`config.mk`:
```
export PLATFORM = sky130hd
export DESIGN_NAME = cas_player
export DESIGN_NICKNAME = d
export VERILOG_FILES = /design/src/rtl/cas_player.sv
export SDC_FILE = /design/constraint.sdc
export NUM_CORES = 1
export LEC_CHECK = 0
export ABC_AREA = 1
export CORE_ASPECT_RATIO = 0.9
export CORE_UTILIZATION = 56
export DETAILED_ROUTE_END_ITERATION = 8
export PLACE_DENSITY = 0.86
export SLEW_MARGIN = 20
export SYNTH_ARGS = -nofsm -noshare
export SYNTH_HDL_FRONTEND = slang
export SYNTH_SLANG_ARGS = --single-unit
```
`constraint.sdc`:
```
create_clock -name clk -period 3.9 [get_ports clk]
set_input_delay 0.975 -clock clk [delete_from_list [all_inputs] [get_ports clk]]
set_output_delay 0.975 -clock clk [all_outputs]
set_load 0.05 [all_outputs]
```
`src/rtl/cas_player.sv`:
```
// Cassette playback engine: streams CAS bytes from tape RAM and emits the
// 1200/2400 Hz FSK bit stream (LSB first) plus an 8-bit audio monitor sample.
module cas_player #(
  parameter int         ADDR_W = 16,
  parameter int         HALF0  = 23864,
  parameter int         HALF1  = 11932,
  parameter int         RD_LAT = 2,
  parameter logic [7:0] AMP    = 8'd32
) (
  input  logic              clk,
  input  logic              reset_n,
  input  logic              en,
  input  logic              rewind,
  input  logic [ADDR_W:0]   tape_len,
  output logic [ADDR_W-1:0] mem_addr,
  output logic              mem_rd,
  input  logic [7:0]        mem_data,
  output logic              data,
  output logic [7:0]        audio,
  output logic [ADDR_W:0]   pos,
  output logic              eot,
  output logic              busy
);

  typedef enum logic [1:0] {S_IDLE, S_FETCH, S_PLAY, S_EOT} state_t;

  localparam int         HMAX  = (HALF0 > HALF1) ? HALF0 : HALF1;
  localparam int         HW    = $clog2(HMAX + 1);
  localparam int         RW    = (RD_LAT > 0) ? $clog2(RD_LAT + 1) : 1;
  localparam logic [7:0] A_MID = 8'h80;
  localparam logic [7:0] A_HI  = A_MID + AMP;
  localparam logic [7:0] A_LO  = A_MID - AMP;

  state_t              r_state;
  logic [ADDR_W:0]     r_pos;
  logic [ADDR_W-1:0]   r_addr;
  logic                r_rd;
  logic                r_data;
  logic [7:0]          r_audio;
  logic [7:0]          r_shift;
  logic [2:0]          r_bit;
  logic                r_half;
  logic [HW-1:0]       r_hcnt;
  logic                r_rd_pend;
  logic [RW-1:0]       r_rd_cnt;
  logic [7:0]          r_nbuf;
  logic                r_nbuf_vld;
  logic                r_pf;

  logic                w_rd_done;
  logic [7:0]          w_fetched;
  logic                w_have;
  logic [ADDR_W:0]     w_pos_nx;
  logic                w_h_last;

  // The read tracker runs independently of en so a paused read still lands.
  assign w_rd_done = r_rd_pend && (r_rd_cnt == RW'(RD_LAT));
  assign w_fetched = w_rd_done ? mem_data : r_nbuf;
  assign w_have    = w_rd_done || r_nbuf_vld;
  assign w_pos_nx  = r_pos + (ADDR_W+1)'(1);
  assign w_h_last  = (r_hcnt == (r_shift[0] ? HW'(HALF1 - 1) : HW'(HALF0 - 1)));

  always_ff @(posedge clk) begin
    if (!reset_n) begin
      r_state    <= S_IDLE;
      r_pos      <= '0;
      r_addr     <= '0;
      r_rd       <= 1'b0;
      r_data     <= 1'b0;
      r_audio    <= A_MID;
      r_shift    <= '0;
      r_bit      <= '0;
      r_half     <= 1'b0;
      r_hcnt     <= '0;
      r_rd_pend  <= 1'b0;
      r_rd_cnt   <= '0;
      r_nbuf     <= '0;
      r_nbuf_vld <= 1'b0;
      r_pf       <= 1'b0;
    end else begin
      // NOTE: later non-blocking assignments in this block override earlier
      // defaults, so the tracker update below may be superseded by the FSM.
      r_rd <= 1'b0;
      if (r_rd_pend) begin
        if (w_rd_done) begin
          r_rd_pend  <= 1'b0;
          r_nbuf     <= mem_data;
          r_nbuf_vld <= 1'b1;
        end else begin
          r_rd_cnt <= r_rd_cnt + RW'(1);
        end
      end

      if (rewind) begin
        r_state    <= S_IDLE;
        r_pos      <= '0;
        r_data     <= 1'b0;
        r_audio    <= A_MID;
        r_rd_pend  <= 1'b0;
        r_nbuf_vld <= 1'b0;
        r_pf       <= 1'b0;
        r_bit      <= '0;
        r_half     <= 1'b0;
        r_hcnt     <= '0;
      end else begin
        case (r_state)
          S_IDLE: begin
            if (en) begin
              if (r_pos < tape_len) begin
                r_rd      <= 1'b1;
                r_addr    <= r_pos[ADDR_W-1:0];
                r_rd_pend <= 1'b1;
                r_rd_cnt  <= '0;
                r_state   <= S_FETCH;
              end else begin
                r_state <= S_EOT;
              end
            end
          end
          S_FETCH: begin
            if (en && w_have) begin
              r_shift    <= w_fetched;
              r_nbuf_vld <= 1'b0;
              r_bit      <= '0;
              r_half     <= 1'b0;
              r_hcnt     <= '0;
              r_data     <= 1'b1;
              r_audio    <= A_HI;
              r_state    <= S_PLAY;
            end
          end
          S_PLAY: begin
            if (en) begin
              if (!w_h_last) begin
                r_hcnt <= r_hcnt + HW'(1);
              end else if (!r_half) begin
                r_half  <= 1'b1;
                r_hcnt  <= '0;
                r_data  <= 1'b0;
                r_audio <= A_LO;
              end else if (r_bit != 3'd7) begin
                r_bit   <= r_bit + 3'd1;
                r_shift <= {1'b0, r_shift[7:1]};
                r_half  <= 1'b0;
                r_hcnt  <= '0;
                r_data  <= 1'b1;
                r_audio <= A_HI;
                // Issue the prefetch so mem_rd lands on the first cycle of bit 7.
                if (r_bit == 3'd6 && w_pos_nx < tape_len) begin
                  r_rd      <= 1'b1;
                  r_addr    <= w_pos_nx[ADDR_W-1:0];
                  r_rd_pend <= 1'b1;
                  r_rd_cnt  <= '0;
                  r_pf      <= 1'b1;
                end
              end else begin
                r_pos <= w_pos_nx;
                if (r_pf) begin
                  r_pf       <= 1'b0;
                  r_shift    <= w_fetched;
                  r_nbuf_vld <= 1'b0;
                  r_bit      <= '0;
                  r_half     <= 1'b0;
                  r_hcnt     <= '0;
                  r_data     <= 1'b1;
                  r_audio    <= A_HI;
                end else begin
                  r_data  <= 1'b0;
                  r_audio <= A_MID;
                  r_state <= S_EOT;
                end
              end
            end
          end
          S_EOT:   r_state <= S_EOT;
          default: r_state <= S_IDLE;
        endcase
      end
    end
  end

  assign mem_addr = r_addr;
  assign mem_rd   = r_rd;
  assign data     = r_data;
  assign audio    = r_audio;
  assign pos      = r_pos;
  assign eot      = (r_state == S_EOT);
  assign busy     = (r_state == S_FETCH) || (r_state == S_PLAY);

endmodule

```
Word level (Yosys, flattened, before mapping)
Index checks and enable logic that the tools add are counted.
Word-level totals
  output and inout port bits: 45
  flip-flop bits (word level): 85
  word-level logic and storage cells: 162
Cells by class
  reductions and logical operators: 17
  multiplexer cells: 101
  order comparisons: 2
  eq/ne operators: 20
  add/subtract/negate cells: 4
  bitwise gates (word level): 3
Operators with widths (number)
  $mux W16: 7
  $mux W15: 7
  $mux W8: 11
  $mux W1: 38
  $mux W2: 18
  $lt A17 B17 Y1: 2
  $pmux W16 S2: 1
  $pmux W8 S2: 2
  $pmux W15 S2: 1
  $ne A2 B2 Y1 const B: 10
  $mux W3: 6
  $add A17 B1 Y17 const B: 1
  $add A15 B1 Y15 const B: 1
  $eq A15 B15 Y1: 1
  $reduce_and A7 Y1: 2
  $mux W6: 2
  $pmux W1 S2: 5
  $reduce_and A5 Y1: 2
  $reduce_and A9 Y1: 1
  $pmux W2 S4: 1
  $reduce_and A4 Y1: 2
  $eq A2 B2 Y1 const B: 3
  $ne A3 B3 Y1 const B: 2
  $pmux W3 S2: 1
  other kinds (14): 20

Logic depth before layout (Yosys ltp)
  word-level depth: 11
  depth in mapped cells: 21
  depth with buffers taken out: 21

Least setup slack after synthesis
No wires, ideal clock.
  path kind: flip-flop to flip-flop
  from: register r_pos[0], in the netlist pos[0]
  to: register r_addr[10], in the netlist mem_addr[10]
  arrival time: 3.079 ns
  buffers on the path: 1
  data required time: 3.787 ns
  period minus slack after synthesis: 3.192 ns
  stages on the path, launching flop included: 18
  slack: 0.708 ns
  path through: dfxtp_1 -> ha_1 -> nand2_1 -> nor2_1 -> nand4_1 -> nor3_1 -> xor2_1 -> ha_1 -> nand2_1 -> nor3b_1 -> nand2_1 -> a21oi_1 -> nand3_1 -> nand2_1 -> nand3_4 -> buf_2 -> nor2_1 -> nor2_1
RTL lines
  start: declaration: line 35  | logic [ADDR_W:0] r_pos;
  start signal: assignment: line 157  | r_pos <= w_pos_nx;
  $add A17 B1 Y17: line 60  | assign w_pos_nx = r_pos + (ADDR_W+1)'(1);
  via w_pos_nx[16]: line 53  | logic [ADDR_W:0] w_pos_nx;
  $lt A17 B17 Y1: line 149  | if (r_bit == 3'd6 && w_pos_nx < tape_len) begin
  $logic_and A1 B1 Y1: line 149
  $ne A2 B2 Y1 (no source line)
  $reduce_and A9 Y1 (no source line)
  end signal: assignment: line 111  | r_addr <= r_pos[ADDR_W-1:0];
  end signal: assignment: line 151  | r_addr <= w_pos_nx[ADDR_W-1:0];
  end: declaration: line 36  | logic [ADDR_W-1:0] r_addr;
The timed path passes the listed nets, and every way through them passes these cells. The select of a mux whose other input is x is not followed.
A chain may end at the register's enable or synchronous reset.

Worst setup path in the final report
  from: register r_pos[0], in the netlist pos[0]
  to: register r_addr[14], in the netlist mem_addr[14]
Same word-level chain as after synthesis.

==> results.cfg <==
[outcome]
run_status = finished, final reports clean

[worst_setup_path]
rr_startpoint = pos[0]$_SDFFE_PP0P_
crit_path_cell_count = 16
reg2reg_slack_ns = 0.41
critical_path_buf_inv_count = 0
worst-r2r-cell-count = 16
timing.critical_path.mode_cell = nand2_1
crit_slowest_cell = dfxtp_1
crit_path_cell_trace = ha_1, nand2_1, nor2_1, nand4_1, nor3_1, xor2_1, ha_1, nand2_1, nor3b_1, nand2_1, a21oi_1, nand3_1, nand2_1, nand3_4, nor2_1, nor2_1
worst_path_dominant_cell_family = simple AND/OR/NAND/NOR gates
worstPathRequired_ns = 4.15
worstPathMaxFanout = 31
critical_path.max_stage_delay_ns = 0.49
worst_r2r_endpoint = mem_addr[14]$_SDFFE_PN0P_
crit_type = flop to flop
start_kind = flop
worstSetupEndpointType = flop
arrival_ns = 3.74

[cts]
cts.sink_count = 80
number_of_gates_given_a_new_drive_strength_after_cts = 0
ctsHtreeMaxLevel = 3
cts_setup_buffers = 0
clk_root_buffer_cell = clkbuf_8
clock_tree.buffer_depth = 2
worst_setup_hold_path_clk_slew_ns = 0.09
clock_insertion_delay_worst_skew_ns = 0.36
numCtsBuffers = 9
holdBufCountCts = 0
tritoncts = done

[timing]
count_of_final_hold_check_violations = 0
final-max-slew-violation-count = 0
setup_total_negative_slack_ns = 0
finClkSkew_ns = 0.008885
max_slew.worst_pin.slew_ns = 0.8818
finalSetupViolCount = 0
final_min_period_over_clock_period_pct = 89.44
worst_slew_margin_rel_pct = 41.00
timing.fmax_ghz = 0.2867
grt_setup_unrepaired = no
period_needed_ns = 3.488

[synth]
syn_area_um2 = 5455
synth-edff-count = 0
synthCells = 819
ys_dominant_reg_cell = dfxtp_1
synth.ff_latch_count = 80
synthArstFlopShare_pct = 0
syn_area_per_cell_um2 = 6.661
yosys.cell_types.count = 49
synth_seq_area_share_pct = 29.36
ys.warnings.count = 0

[grt]
globalRouteTotalUtil_pct = 26.39
grt.overflow.total = 0
antenna_found_initial = 0
maximum_number_of_pins_on_one_net_before_global_route_repair = 32
first_pass_grt_wire_length_um = 21380
number_of_global_route_vias_before_repair = 4658

[route]
dr.first_iter.drc_count = 319
routedWlPerCell_um = 12.72
drcViolationCount = 0
antenna_violating_nets_post_route = 0
via_count = 5186
routed_wirelength_um = 12720
average_via_count_per_standard_cell = 5.186
detailedRoute.firstPassIterationCount = 5

[cells_and_area]
design.final.nets = 945
final.fill_count = 790
insertedDiodeCount = 0
layout-drive-gt1-share_pct = 5.467
area_growth_syn_to_layout_pct = 15.69

[placed_design]
hpwl_um = 9436
port-buffer-count = 68
place_congestion = 0.9994

[power]
power_uw = 2000
max-vdd-ir-drop_mv = 0.2814
power.static_leakage_uw = 0.002906
power.density_cell_area_nw_per_um2 = 316.9

[floorplanning]
design.die.area_um2 = 10140
rows = 33
io_pins = 74
dieHeight_um = 95.64
placeableCoreArea_um2 = 9290
floorplan.initialDensity_pct = 58.72
die-width_um = 106.0

[worst_hold_path]
worst_hold_depth = 2
min-delay-start = r_shift[5]$_SDFFE_PN0P_
worst_hold_path_type = flop to flop
worst_hold_end = r_shift[5]$_SDFFE_PN0P_

[flow_run]
maxCapViolations = 0
==> cell usage after synthesis (2+ instances only) <==
cell      count  area share, %
buf_2        12            1.1
o21ai_0      44            4.0
nor3_1        6           0.55
and2_1        4           0.46
inv_2         2           0.14
o21ai_2       5           0.80
nor2_1      115            7.9
a21o_1        2           0.28
dfxtp_1      80             29
nor3b_1       6           0.83
xnor2_1       4           0.64
nor2_4        4           0.83
a21oi_1      40            3.7
clkbuf_1      6           0.41
nand2_4       2           0.41
a21boi_0      2           0.28
buf_4         7           0.96
or2_2         3           0.34
ha_1         43            9.9
mux2i_1       7            1.3
xor2_1       13            2.1
o21bai_1      2           0.28
clkinv_1      2           0.14
nand2_1     210             14
nand4_1      12            1.4
nand3_1      50            4.6
nand3_4       2           0.64
nand2_2       4           0.46
buf_6         4           0.83
inv_1       106            7.3
a211oi_1      2           0.28
==> state kept, by name, indices dropped and copies added (netlist names), 3 cells and up <==
| register | count |
|---|---|
| r_hcnt | 15 |
| r_nbuf | 8 |
| r_shift | 8 |
| pos | 17 |
| r_bit | 3 |
| audio | 3 |
| mem_addr | 16 |
==> worst register-to-register path: cells and delay by family, from the launching register on <==
family / cells / cell delay, ns
fa+ha+maj: 2 / 0.51
flops: 1 / 0.49
compound gates: 1 / 0.16
xor+xnor: 1 / 0.22
simple gates: 12 / 2.00
==> layer usage <==
metal	wire length [um]	vias to the layer above	track usage, %
met5	0	-	0
met4	265	0	10.42
met3	844	21	3.896
met2	5252	171	39.49
met1	6359	2301	38.03
li1	-	2693	-
==> cell type report <==
cell class	count	area, um2	area share (%)
clock inverters	7	80.08	1.269
inverters	110	412.9	6.542
repair buffers	71	703.2	11.14
well taps	122	152.6	2.419
clock buffers	9	123.9	1.963
flip-flops and latches	80	1602	25.38
multi-input cells	601	3237	51.29
==> worst max-delay path by stage <==
stage,startpoint,slack [ns],end
4_1_cts,pos[0]$_SDFFE_PP0P_,0.43,mem_addr[14]$_SDFFE_PN0P_
5_1_grt,pos[0]$_SDFFE_PP0P_,0.08,mem_addr[10]$_SDFFE_PN0P_
3_3_place_gp,pos[0]$_SDFFE_PP0P_,0.61,mem_addr[3]$_SDFFE_PN0P_
2_1_floorplan,pos[0]$_SDFFE_PP0P_,0.71,mem_addr[10]$_SDFFE_PN0P_
3_5_place_dp,pos[0]$_SDFFE_PP0P_,0.47,mem_addr[10]$_SDFFE_PN0P_
6_report,pos[0]$_SDFFE_PP0P_,0.41,mem_addr[14]$_SDFFE_PN0P_
==> logic make-up after synthesis <==
kind of cell / Yosys count / share of synthesized area, %
AND/OR/NAND/NOR: 423 / 33.78
buffers and inverters: 142 / 11.58
AO/OA/AOI/OAI: 105 / 11.12
flip-flops: 80 / 29.36
adder cells (fa/ha/maj): 43 / 9.862
XOR/XNOR: 17 / 2.729
multiplexers: 8 / 1.491
other: 1 / 0.06874
==> where the power goes <==
| part | internal (uW) | switching [uW] |
|---|---|---|
| registers | 853 | 21.8 |
| clock network | 304 | 338 |
| logic | 156 | 328 |
==> placed cells by master (no fill, tap or decap), types with 3 or more instances in the layout <==
| master | count |
|---|---|
| xor2_1 | 13 |
| nand3_1 | 50 |
| dfxtp_1 | 80 |
| conb_1 | 5 |
| o21ai_2 | 5 |
| o21ai_0 | 44 |
| nor2_4 | 4 |
| nor2_1 | 115 |
| xnor2_1 | 4 |
| a21oi_1 | 40 |
| nand2_1 | 210 |
| nand4_1 | 12 |
| buf_4 | 3 |
| nand2_2 | 4 |
| and2_1 | 4 |
| ha_1 | 43 |
| clkbuf_8 | 9 |
| mux2i_1 | 7 |
| clkdlybuf4s50_1 | 68 |
| inv_1 | 106 |
| nor3b_1 | 6 |
| or2_2 | 3 |
| nor3_1 | 6 |
==> metrics by stage <==
stage               utilization, %  worst slack, ns  hold WS (ns)  area, um2  instances
global placement             65.74           0.6077        0.4506       6107        984
floorplan                        -           0.7082        0.4410       5470        823
global route                 67.93          0.08168        0.4936       6311       1000
detailed placement           65.74           0.4711        0.4536       6107        984
CTS                          67.93           0.4318        0.4681       6311       1000
finish                       67.93           0.4117        0.4664       6311       1000
Power figures use the tool's default switching activity.
